[config.mk]
export PLATFORM = sky130hd
export DESIGN_NAME = fetch_stage
export DESIGN_NICKNAME = d
export VERILOG_FILES = /design/src/rtl/fetch_stage_pkg.sv /design/src/rtl/fetch_hold_buf.sv /design/src/rtl/fetch_stage.sv
export SDC_FILE = /design/constraint.sdc
export NUM_CORES = 1
export LEC_CHECK = 0
export CORE_MARGIN = 1
export CORE_UTILIZATION = 45
export DETAILED_ROUTE_END_ITERATION = 8
export GPL_ROUTABILITY_DRIVEN = 0
export PLACE_DENSITY = 0.71
export SLEW_MARGIN = 40
export SYNTH_ARGS = -nofsm -noshare
export SYNTH_HDL_FRONTEND = slang
export SYNTH_SLANG_ARGS = --single-unit
[constraint.sdc]
create_clock -name clk -period 2 [get_ports clk]
set_input_delay 0.3 -clock clk [delete_from_list [all_inputs] [get_ports clk]]
set_output_delay 0.3 -clock clk [all_outputs]
set_load 0.05 [all_outputs]
[src/rtl/fetch_stage_pkg.sv]
// Shared definitions for the instruction-fetch stage: widths, reset PC, NOP/HALT encodings, FSM states.
package fetch_stage_pkg;

    localparam int          DEF_WIDTH    = 16;
    localparam logic [15:0] DEF_RESET_PC = 16'h0000;
    localparam logic [15:0] NOP_INSTR    = 16'h0800;
    localparam logic [4:0]  HALT_OPC     = 5'b00000;

    typedef enum logic [1:0] {
        FETCH  = 2'd0,
        WAIT   = 2'd1,
        HALTED = 2'd2
    } fetch_state_t;

endpackage

[src/rtl/fetch_hold_buf.sv]
// One-entry instruction/PC+2 buffer catching a fetch that returns while decode is stalled.
module fetch_hold_buf
    import fetch_stage_pkg::*;
#(
    parameter int WIDTH = DEF_WIDTH
) (
    input  logic             clk,
    input  logic             rst_n,
    input  logic             load,
    input  logic             unload,
    input  logic             flush,
    input  logic [WIDTH-1:0] d_instr,
    input  logic [WIDTH-1:0] d_pc2,
    output logic             vld,
    output logic [WIDTH-1:0] q_instr,
    output logic [WIDTH-1:0] q_pc2
);

    logic             vld_r;
    logic [WIDTH-1:0] instr_r;
    logic [WIDTH-1:0] pc2_r;

    // Entry storage; flush beats load beats unload.
    always_ff @(posedge clk or negedge rst_n) begin
        if (!rst_n) begin
            vld_r   <= 1'b0;
            instr_r <= WIDTH'(NOP_INSTR);
            pc2_r   <= {WIDTH{1'b0}};
        end else if (flush) begin
            vld_r <= 1'b0;
        end else if (load) begin
            vld_r   <= 1'b1;
            instr_r <= d_instr;
            pc2_r   <= d_pc2;
        end else if (unload) begin
            vld_r <= 1'b0;
        end else begin
            vld_r <= vld_r;
        end
    end

    assign vld     = vld_r;
    assign q_instr = instr_r;
    assign q_pc2   = pc2_r;

endmodule

[src/rtl/fetch_stage.sv]
// Instruction-fetch stage: PC, imem handshake, IF/ID register, redirect/stall/halt handling.
// Optional build macro FETCH_ALIGN_CHECK_EN adds a sticky fetch_misalign output.
module fetch_stage
    import fetch_stage_pkg::*;
#(
    parameter int               WIDTH    = DEF_WIDTH,
    parameter logic [WIDTH-1:0] RESET_PC = WIDTH'(DEF_RESET_PC)
) (
    input  logic             clk,
    input  logic             rst_n,
    input  logic             pc_sel,
    input  logic [WIDTH-1:0] pc_target,
    input  logic             halt,
    input  logic             stall,
    output logic             imem_req,
    output logic [WIDTH-1:0] imem_addr,
    input  logic [WIDTH-1:0] imem_rdata,
    input  logic             imem_ready,
    output logic [WIDTH-1:0] instr_out,
    output logic [WIDTH-1:0] pc2_out,
    output logic [4:0]       opcode_out,
    output logic             valid_out,
`ifdef FETCH_ALIGN_CHECK_EN
    output logic             fetch_misalign,
`endif
    output logic             halted
);

    localparam logic [WIDTH-1:0] PC_STEP    = WIDTH'(2);
    localparam logic [WIDTH-1:0] ALIGN_MASK = {{(WIDTH-1){1'b1}}, 1'b0};

    fetch_state_t     state_r;
    logic [WIDTH-1:0] pc_r;
    logic [WIDTH-1:0] redir_tgt_r;
    logic [WIDTH-1:0] instr_r;
    logic [WIDTH-1:0] pc2_r;
    logic             valid_r;
    logic             req_r;
    logic             halted_r;
    logic             redir_pend_r;
    logic             halt_pend_r;

    logic [WIDTH-1:0] pc_inc_s;
    logic [WIDTH-1:0] tgt_s;
    logic             halt_take_s;
    logic             redir_take_s;
    logic             done_s;
    logic             hold_load_s;
    logic             hold_unload_s;
    logic             hold_flush_s;
    logic             hold_vld_s;
    logic [WIDTH-1:0] hold_instr_s;
    logic [WIDTH-1:0] hold_pc2_s;

    assign pc_inc_s = pc_r + PC_STEP;
    assign tgt_s    = pc_target & ALIGN_MASK;

    // Event decode with priority halt > redirect > stall > sequential.
    always_comb begin
        halt_take_s   = halt && valid_r && (state_r != HALTED) && !halt_pend_r;
        redir_take_s  = pc_sel && !halt_take_s && !halt_pend_r && (state_r != HALTED);
        done_s        = (state_r == WAIT) && imem_ready;
        hold_flush_s  = redir_take_s || halt_take_s;
        hold_load_s   = done_s && stall && !hold_flush_s && !redir_pend_r && !halt_pend_r;
        hold_unload_s = (state_r == FETCH) && !stall && hold_vld_s && !hold_flush_s;
    end

    fetch_hold_buf #(.WIDTH(WIDTH)) u_hold (
        .clk     (clk),
        .rst_n   (rst_n),
        .load    (hold_load_s),
        .unload  (hold_unload_s),
        .flush   (hold_flush_s),
        .d_instr (imem_rdata),
        .d_pc2   (pc_inc_s),
        .vld     (hold_vld_s),
        .q_instr (hold_instr_s),
        .q_pc2   (hold_pc2_s)
    );

    // Fetch FSM; imem_addr is pc_r itself, so it cannot move while an access is outstanding.
    always_ff @(posedge clk or negedge rst_n) begin
        if (!rst_n) begin
            state_r      <= FETCH;
            pc_r         <= RESET_PC;
            redir_tgt_r  <= {WIDTH{1'b0}};
            instr_r      <= WIDTH'(NOP_INSTR);
            pc2_r        <= {WIDTH{1'b0}};
            valid_r      <= 1'b0;
            req_r        <= 1'b0;
            halted_r     <= 1'b0;
            redir_pend_r <= 1'b0;
            halt_pend_r  <= 1'b0;
        end else begin
            case (state_r)
                FETCH: begin
                    if (halt_take_s) begin
                        state_r  <= HALTED;
                        halted_r <= 1'b1;
                        valid_r  <= 1'b0;
                        req_r    <= 1'b0;
                    end else if (redir_take_s) begin
                        pc_r    <= tgt_s;
                        valid_r <= 1'b0;
                        req_r   <= 1'b1;
                        state_r <= WAIT;
                    end else if (!stall) begin
                        req_r   <= 1'b1;
                        state_r <= WAIT;
                        if (hold_vld_s) begin
                            instr_r <= hold_instr_s;
                            pc2_r   <= hold_pc2_s;
                            valid_r <= 1'b1;
                            pc_r    <= pc_inc_s;
                        end else begin
                            valid_r <= 1'b0;
                        end
                    end else begin
                        req_r <= 1'b0;
                    end
                end
                WAIT: begin
                    if (halt_take_s || halt_pend_r) begin
                        // The memory handshake is always finished; the returned word is discarded.
                        valid_r <= 1'b0;
                        if (imem_ready) begin
                            state_r      <= HALTED;
                            req_r        <= 1'b0;
                            halted_r     <= 1'b1;
                            halt_pend_r  <= 1'b0;
                            redir_pend_r <= 1'b0;
                        end else begin
                            halt_pend_r <= 1'b1;
                        end
                    end else if (redir_take_s) begin
                        valid_r <= 1'b0;
                        if (imem_ready) begin
                            pc_r         <= tgt_s;
                            redir_pend_r <= 1'b0;
                        end else begin
                            redir_pend_r <= 1'b1;
                            redir_tgt_r  <= tgt_s;
                        end
                    end else if (imem_ready) begin
                        if (redir_pend_r) begin
                            redir_pend_r <= 1'b0;
                            pc_r         <= redir_tgt_r;
                            valid_r      <= 1'b0;
                            if (stall) begin
                                req_r   <= 1'b0;
                                state_r <= FETCH;
                            end else begin
                                req_r <= 1'b1;
                            end
                        end else if (stall) begin
                            req_r   <= 1'b0;
                            state_r <= FETCH;
                        end else begin
                            instr_r <= imem_rdata;
                            pc2_r   <= pc_inc_s;
                            valid_r <= 1'b1;
                            pc_r    <= pc_inc_s;
                        end
                    end else if (!stall) begin
                        valid_r <= 1'b0;
                    end else begin
                        valid_r <= valid_r;
                    end
                end
                HALTED: begin
                    req_r    <= 1'b0;
                    valid_r  <= 1'b0;
                    halted_r <= 1'b1;
                end
                default: begin
                    state_r <= FETCH;
                    req_r   <= 1'b0;
                    valid_r <= 1'b0;
                end
            endcase
        end
    end

`ifdef FETCH_ALIGN_CHECK_EN
    logic misalign_r;

    // Sticky record of any accepted redirect to an odd address.
    always_ff @(posedge clk or negedge rst_n) begin
        if (!rst_n) begin
            misalign_r <= 1'b0;
        end else if (redir_take_s && pc_target[0]) begin
            misalign_r <= 1'b1;
        end else begin
            misalign_r <= misalign_r;
        end
    end

    assign fetch_misalign = misalign_r;
`endif

    assign imem_req   = req_r;
    assign imem_addr  = pc_r;
    assign instr_out  = instr_r;
    assign pc2_out    = pc2_r;
    assign opcode_out = instr_r[WIDTH-1:WIDTH-5];
    assign valid_out  = valid_r;
    assign halted     = halted_r;

endmodule

## Word-level counts from Yosys, hierarchy flattened

Index checks and enable logic that the tools add are counted.

| storage, ports and cells | value |
|---|---|
| logic and storage cells | 148 |
| output and inout port bits | 56 |
| bits in registers | 103 |
| input port bits | 38 |

| operators by class | value |
|---|---|
| equal/unequal tests | 25 |
| reduce and logical (&&, ||, !) cells | 34 |
| multiplexer cells | 71 |
| bitwise operators | 4 |
| add/sub/neg operators | 1 |

Operator list:

| kind | number |
|---|---|
| 16-bit two-way mux | 27 |
| 16-bit one-hot mux with 2 select lines | 3 |
| 1-bit two-way mux | 29 |
| 2-bit != test (second input constant) | 10 |
| 16-bit by 2-bit adder with 16-bit output (second input constant) | 1 |
| 2-bit two-way mux | 8 |
| 1-bit logical AND | 14 |
| 4-bit AND reduction | 3 |
| 5-bit by 4-bit != test with 1-bit output (second input constant) | 2 |
| 10-bit AND reduction | 1 |
| 3-bit by 2-bit != test with 1-bit output (second input constant) | 3 |
| 3-bit != test (second input constant) | 3 |
| 4-bit != test (second input constant) | 2 |
| 7-bit AND reduction | 1 |
| 2-bit one-hot mux with 3 select lines | 1 |
| 6-bit AND reduction | 1 |
| 3-bit nonzero test | 2 |
| 1-bit zero test | 5 |
| 2-bit by 1-bit != test with 1-bit output (second input constant) | 2 |
| 4-bit by 3-bit != test with 1-bit output (second input constant) | 1 |
| 1-bit inverter | 4 |
| 1-bit one-hot mux with 2 select lines | 2 |
| 2-bit AND reduction | 2 |
| 1-bit one-hot mux with 3 select lines | 1 |
| 6 further kinds | 7 |

## Logic depth before layout (Yosys ltp)

| logic depth | value |
|---|---|
| depth after elaboration | 14 |
| mapped depth | 9 |
| depth with buffers taken out | 6 |

## Hierarchy

From an unflattened synthesis, not the netlist that was laid out.

| second synthesis, totals | value |
|---|---|
| cell total of the unflattened synthesis | 498 |
| area total of the unflattened synthesis | 5191.2 µm² |

Modules (own cells, without submodules):

| module | sequential area each (µm²) | times used | area an instance (µm²) | cells each |
|---|---|---|---|---|
| fetch_stage | 1727.9 | 1 | 3791.1 | 425 |
| fetch_hold_buf | 827.0 | 1 | 1400.1 | 73 |

## Worst setup path before layout

No wires, ideal clock.

| path | value |
|---|---|
| path type | register to register |
| start | register pc_r[1] (netlist: imem_addr[1]) |
| end | register pc_r[15] (netlist: imem_addr[15]) |
| slack | -0.015 ns |
| path buffers | 0 |
| stages on the path, launching flop included | 7 |
| arrival | 1.862 ns |
| required time | 1.847 ns |
| period minus slack after synthesis | 2.015 ns |
| setup time | 0.153 ns |
| cells stage by stage | dfrtp_1 -> ha_1 -> and3_1 -> nand2_1 -> or3_1 -> nand4_1 -> a41oi_1 |

| on the way | value |
|---|---|
| longest elaborated chain between the ends | 7 |
| elaborated cells on any way between the ends | 11 |
| those cells by class | 1 x add/sub; 10 x mux |

Ends and longest elaborated chain:

| item | RTL line | text |
|---|---|---|
| start, declared | fetch_stage.sv:33 | `logic [WIDTH-1:0] pc_r;` |
| start signal, assigned | fetch_stage.sv:103 | `pc_r <= tgt_s;` |
| start signal, assigned | fetch_stage.sv:114 | `pc_r <= pc_inc_s;` |
| start signal, assigned | fetch_stage.sv:138 | `pc_r <= tgt_s;` |
| 16-bit by 2-bit adder with 16-bit output * | fetch_stage.sv:55 | `assign pc_inc_s = pc_r + PC_STEP;` |
| 16-bit two-way mux | fetch_stage.sv:155 | `end else if (stall) begin` |
| 16-bit two-way mux | fetch_stage.sv:145 | `if (redir_pend_r) begin` |
| 16-bit two-way mux | fetch_stage.sv:144 | `end else if (imem_ready) begin` |
| 16-bit two-way mux | fetch_stage.sv:135 | `end else if (redir_take_s) begin` |
| 16-bit two-way mux | fetch_stage.sv:123 | `if (halt_take_s \|\| halt_pend_r) begin` |
| 16-bit one-hot mux with 2 select lines * | fetch_stage.sv:95 | `case (state_r)` |

Every way passes the cells marked *; elsewhere a longest branch is shown, timed or not. The select of a mux whose other input is x is not followed.
A chain may end at the register's enable or synchronous reset.

## Final worst setup path

| path | value |
|---|---|
| start | register pc_r[13] (netlist: imem_addr[13]) |
| end | output imem_addr[13] |

RTL lines:

| item | RTL line | text |
|---|---|---|
| end, declared | fetch_stage.sv:16 | `output logic [WIDTH-1:0] imem_addr,` |

No word-level cell between the ends.

==> flow_summary.toml <==
[place]
post_dp_cell_area_sq_um = 6200
hpwl_mm = 8.39
port_buffers = 90
place_inst = 696
place_ws_ps = -207

[flow_run]
maxCapViolCount = 0

[detailed_routing]
drt_iter0_drc = 209
drt_wl_total_mm = 11.7
route.met3.wl_microns = 721
vias = 3877
wl_met2_mm = 5.38
drtPass1Iterations = 5
wl_per_cell_microns = 16.3
via_per_inst = 5.41
drc = 0
highest_layer = "met4"
ant_nets = 0
wl_met1_mm = 5.49

[finish]
fin_area_sq_um = 6470
nets = 614
drive_gt1_frac = 0.205
layout.cells.non_filler = 716
final_util = 0.616
area_growth_pct = 30.5
num_antenna_cells = 0

[synth]
yosysMostFrequentCell = "dfrtp_1"
syn_area_sq_um = 4960
yosysUniqueCellTypes = 59
synth_top_area_frac = 0.494
ys_top_cells_by_count = "98 x dfrtp_1, 54 x nand2_1, 50 x o21ai_0"
yosys-top-cells-area = "dfrtp_1 49%, mux2_4 7.0%, o21ai_0 5.0%"
yosysSeqAreaShare = 0.505
yosysWarnings = 0
synth_cells = 465
yosys.area.top_type = "dfrtp_1"
synthArstFlopShare = 1.00
avgSynthCellArea_sq_um = 10.7
synth-seq-cells = 100
synth-main-ff-cell = "dfrtp_1"
synth_edf_count = 0

[die]
row_count = 37
pin_count = 94
core_area_sq_um = 10500
die_h_microns = 107
start_util = 0.472
die_w_microns = 107
die_area_sq_um = 11500

[global_routing]
grt_max_degree = 43
antenna_found_initial = 0
grt-ovfl-total = 0
grt.total_usage = 0.218
grt_pass1_vias = 3936
grt_pass1_wl_mm = 19.6

[worst_setup_path]
cp.required_ps = 1700
path_delay_family = "buffers and inverters"
r2r_end = "imem_addr[4]"
path_cells = "clkdlybuf4s50_1"
worstSetupPathType = "reg -> out"
regToRegSetupSlack_ps = 110
crit_path_end_kind = "primary output"
start_kind = "flop"
worst-path-max-fanout = 5
path_buf_inv = 1
arrival_ps = 1630
cpMaxStageDelayCell = "clkdlybuf4s50_1"
max_stage_delay_ps = 830
rr_worst_depth = 8
r2r_start = "halt_pend_r"

[clock_network]
cts_buffers = 9
cts_sinks = 100
h-tree-depth = 3
root_buffer = "clkbuf_8"
clkTransAtPathRegs_ps = 100
clockBufferDepth = 2
clk_latency_ps = 370
cts_tree = "yes"

[power]
p_leak_uw = 0.00305
irDropWorstVdd_v = 0.000890
power.density_nw_per_um2 = 1690

[sta]
fin_tns_setup_ps = 0
timing_hold_violations_final = 0
slew-limit-headroom = 0.611
fin_ws_ps = 71.7
fin_skew_ps = 12.6
worst_pin_slew_ps = 583
drv_slew = 0
clock.fmax_ghz = 0.519
min_period_ps = 1930
fin_crit_sh = 0.964
setup_violations = 0

[outcome]
status = "finished clean"

[worst_hold_path]
worstHoldPathType = "in -> async"
[cell usage in the layout (no fill, tap or decap), types with 3 or more instances in the layout]
master / netlist / layout
a211oi_1: 4 / 4
a21o_1: 4 / 4
a21oi_1: 16 / 16
a221oi_1: 5 / 4
a222oi_1: 4 / 4
a22o_1: 4 / 4
and3_1: 3 / 3
buf_12: 0 / 5
buf_4: 10 / 39
clkbuf_8: 0 / 10
clkdlybuf4s50_1: 0 / 75
dfrtp_1: 98 / 95
dfrtp_2: 0 / 3
dlygate4sd2_1: 0 / 5
dlymetal6s2s_1: 0 / 9
inv_1: 7 / 7
mux2_2: 16 / 16
mux2_4: 23 / 23
mux2i_1: 21 / 21
nand2_1: 54 / 54
nand3_1: 8 / 8
nand4_1: 5 / 5
nor2_1: 33 / 33
nor3_1: 7 / 7
nor3_2: 3 / 3
o21ai_0: 50 / 49
o31ai_1: 6 / 6
xnor2_1: 8 / 8
xor2_1: 4 / 4
[where the power goes]
part	total, uW	internal, uW	switching [uW]	leakage [uW]
Clock	1320	618	705	0.0000999
Sequential	3650	2960	692	0.00124
Combinational	5980	2430	3550	0.00171
[registers in the layout, summed over array words and instances, names as in the netlist, 2 cells and up]
signal	count
pc2_out	15
imem_addr	15
instr_out	16
state_r	2
redir_tgt_r	15
u_hold.q_pc2	15
u_hold.q_instr	16
[per-stage QoR]
stage,hold slack [ps],power [uW]
final,472,10900
after global routing,507,11600
after CTS,483,11000
after detailed placement,349,9660
after global placement,337,9480
after floorplan,4.41,7630
[timing repair]
action / CTS / global route
setup endpoints to repair: 5 / 39
endpoints found under the hold margin: 38 / 0
gates resized for setup: 5 / 18
setup buffers: 0 / 2
pin swaps: 0 / 1
cloned: 0 / 1
hold buffers: 1 / 0
[final cells by class]
cell class / instances / area [sq um]
Multi-Input combinational cell: 322 / 2250
Clock buffer: 11 / 141
Sequential cell: 100 / 2510
Clock inverter: 5 / 60.1
Timing Repair Buffer: 135 / 1320
Fill cell: 850 / 4040
Tap cell: 136 / 170
Inverter: 7 / 26.3
[logic make-up (layout without fill, tap and decap cells)]
logic type | Yosys count | count (layout) | synth area share
XOR/XNOR | 12 | 12 | 0.0212
buffers and inverters | 44 | 158 | 0.0489
other | 1 | 2 | 0.000756
flip-flops | 100 | 100 | 0.505
multiplexers | 60 | 60 | 0.148
AO/OA/AOI/OAI | 111 | 111 | 0.142
AND/OR/NAND/NOR | 135 | 135 | 0.129
adder cells (fa/ha/maj) | 2 | 2 | 0.00454
[how the worst max path moves through the flow]
stage	startpoint	to	slack, ps	cells after the start
4_1_cts	imem_addr[4]	imem_addr[4]	2	1
3_5_place_dp	pc_sel	imem_addr[9]	-210	7
5_1_grt	halt_pend_r	imem_addr[8]	-1	8
6_report	imem_addr[13]	imem_addr[13]	70	1
3_3_place_gp	pc_sel	imem_addr[14]	-210	8
2_1_floorplan	imem_addr[2]	imem_addr[15]	20	6
[layer usage]
| layer | vias to the layer above | global-route usage |
|---|---|---|
| li1 | 1870 | - |
| met1 | 1886 | 0.310 |
| met2 | 114 | 0.336 |
| met3 | 7 | 0.0432 |
| met4 | 0 | 0.0646 |
| met5 | - | 0 |
Power figures use the tool's default switching activity.
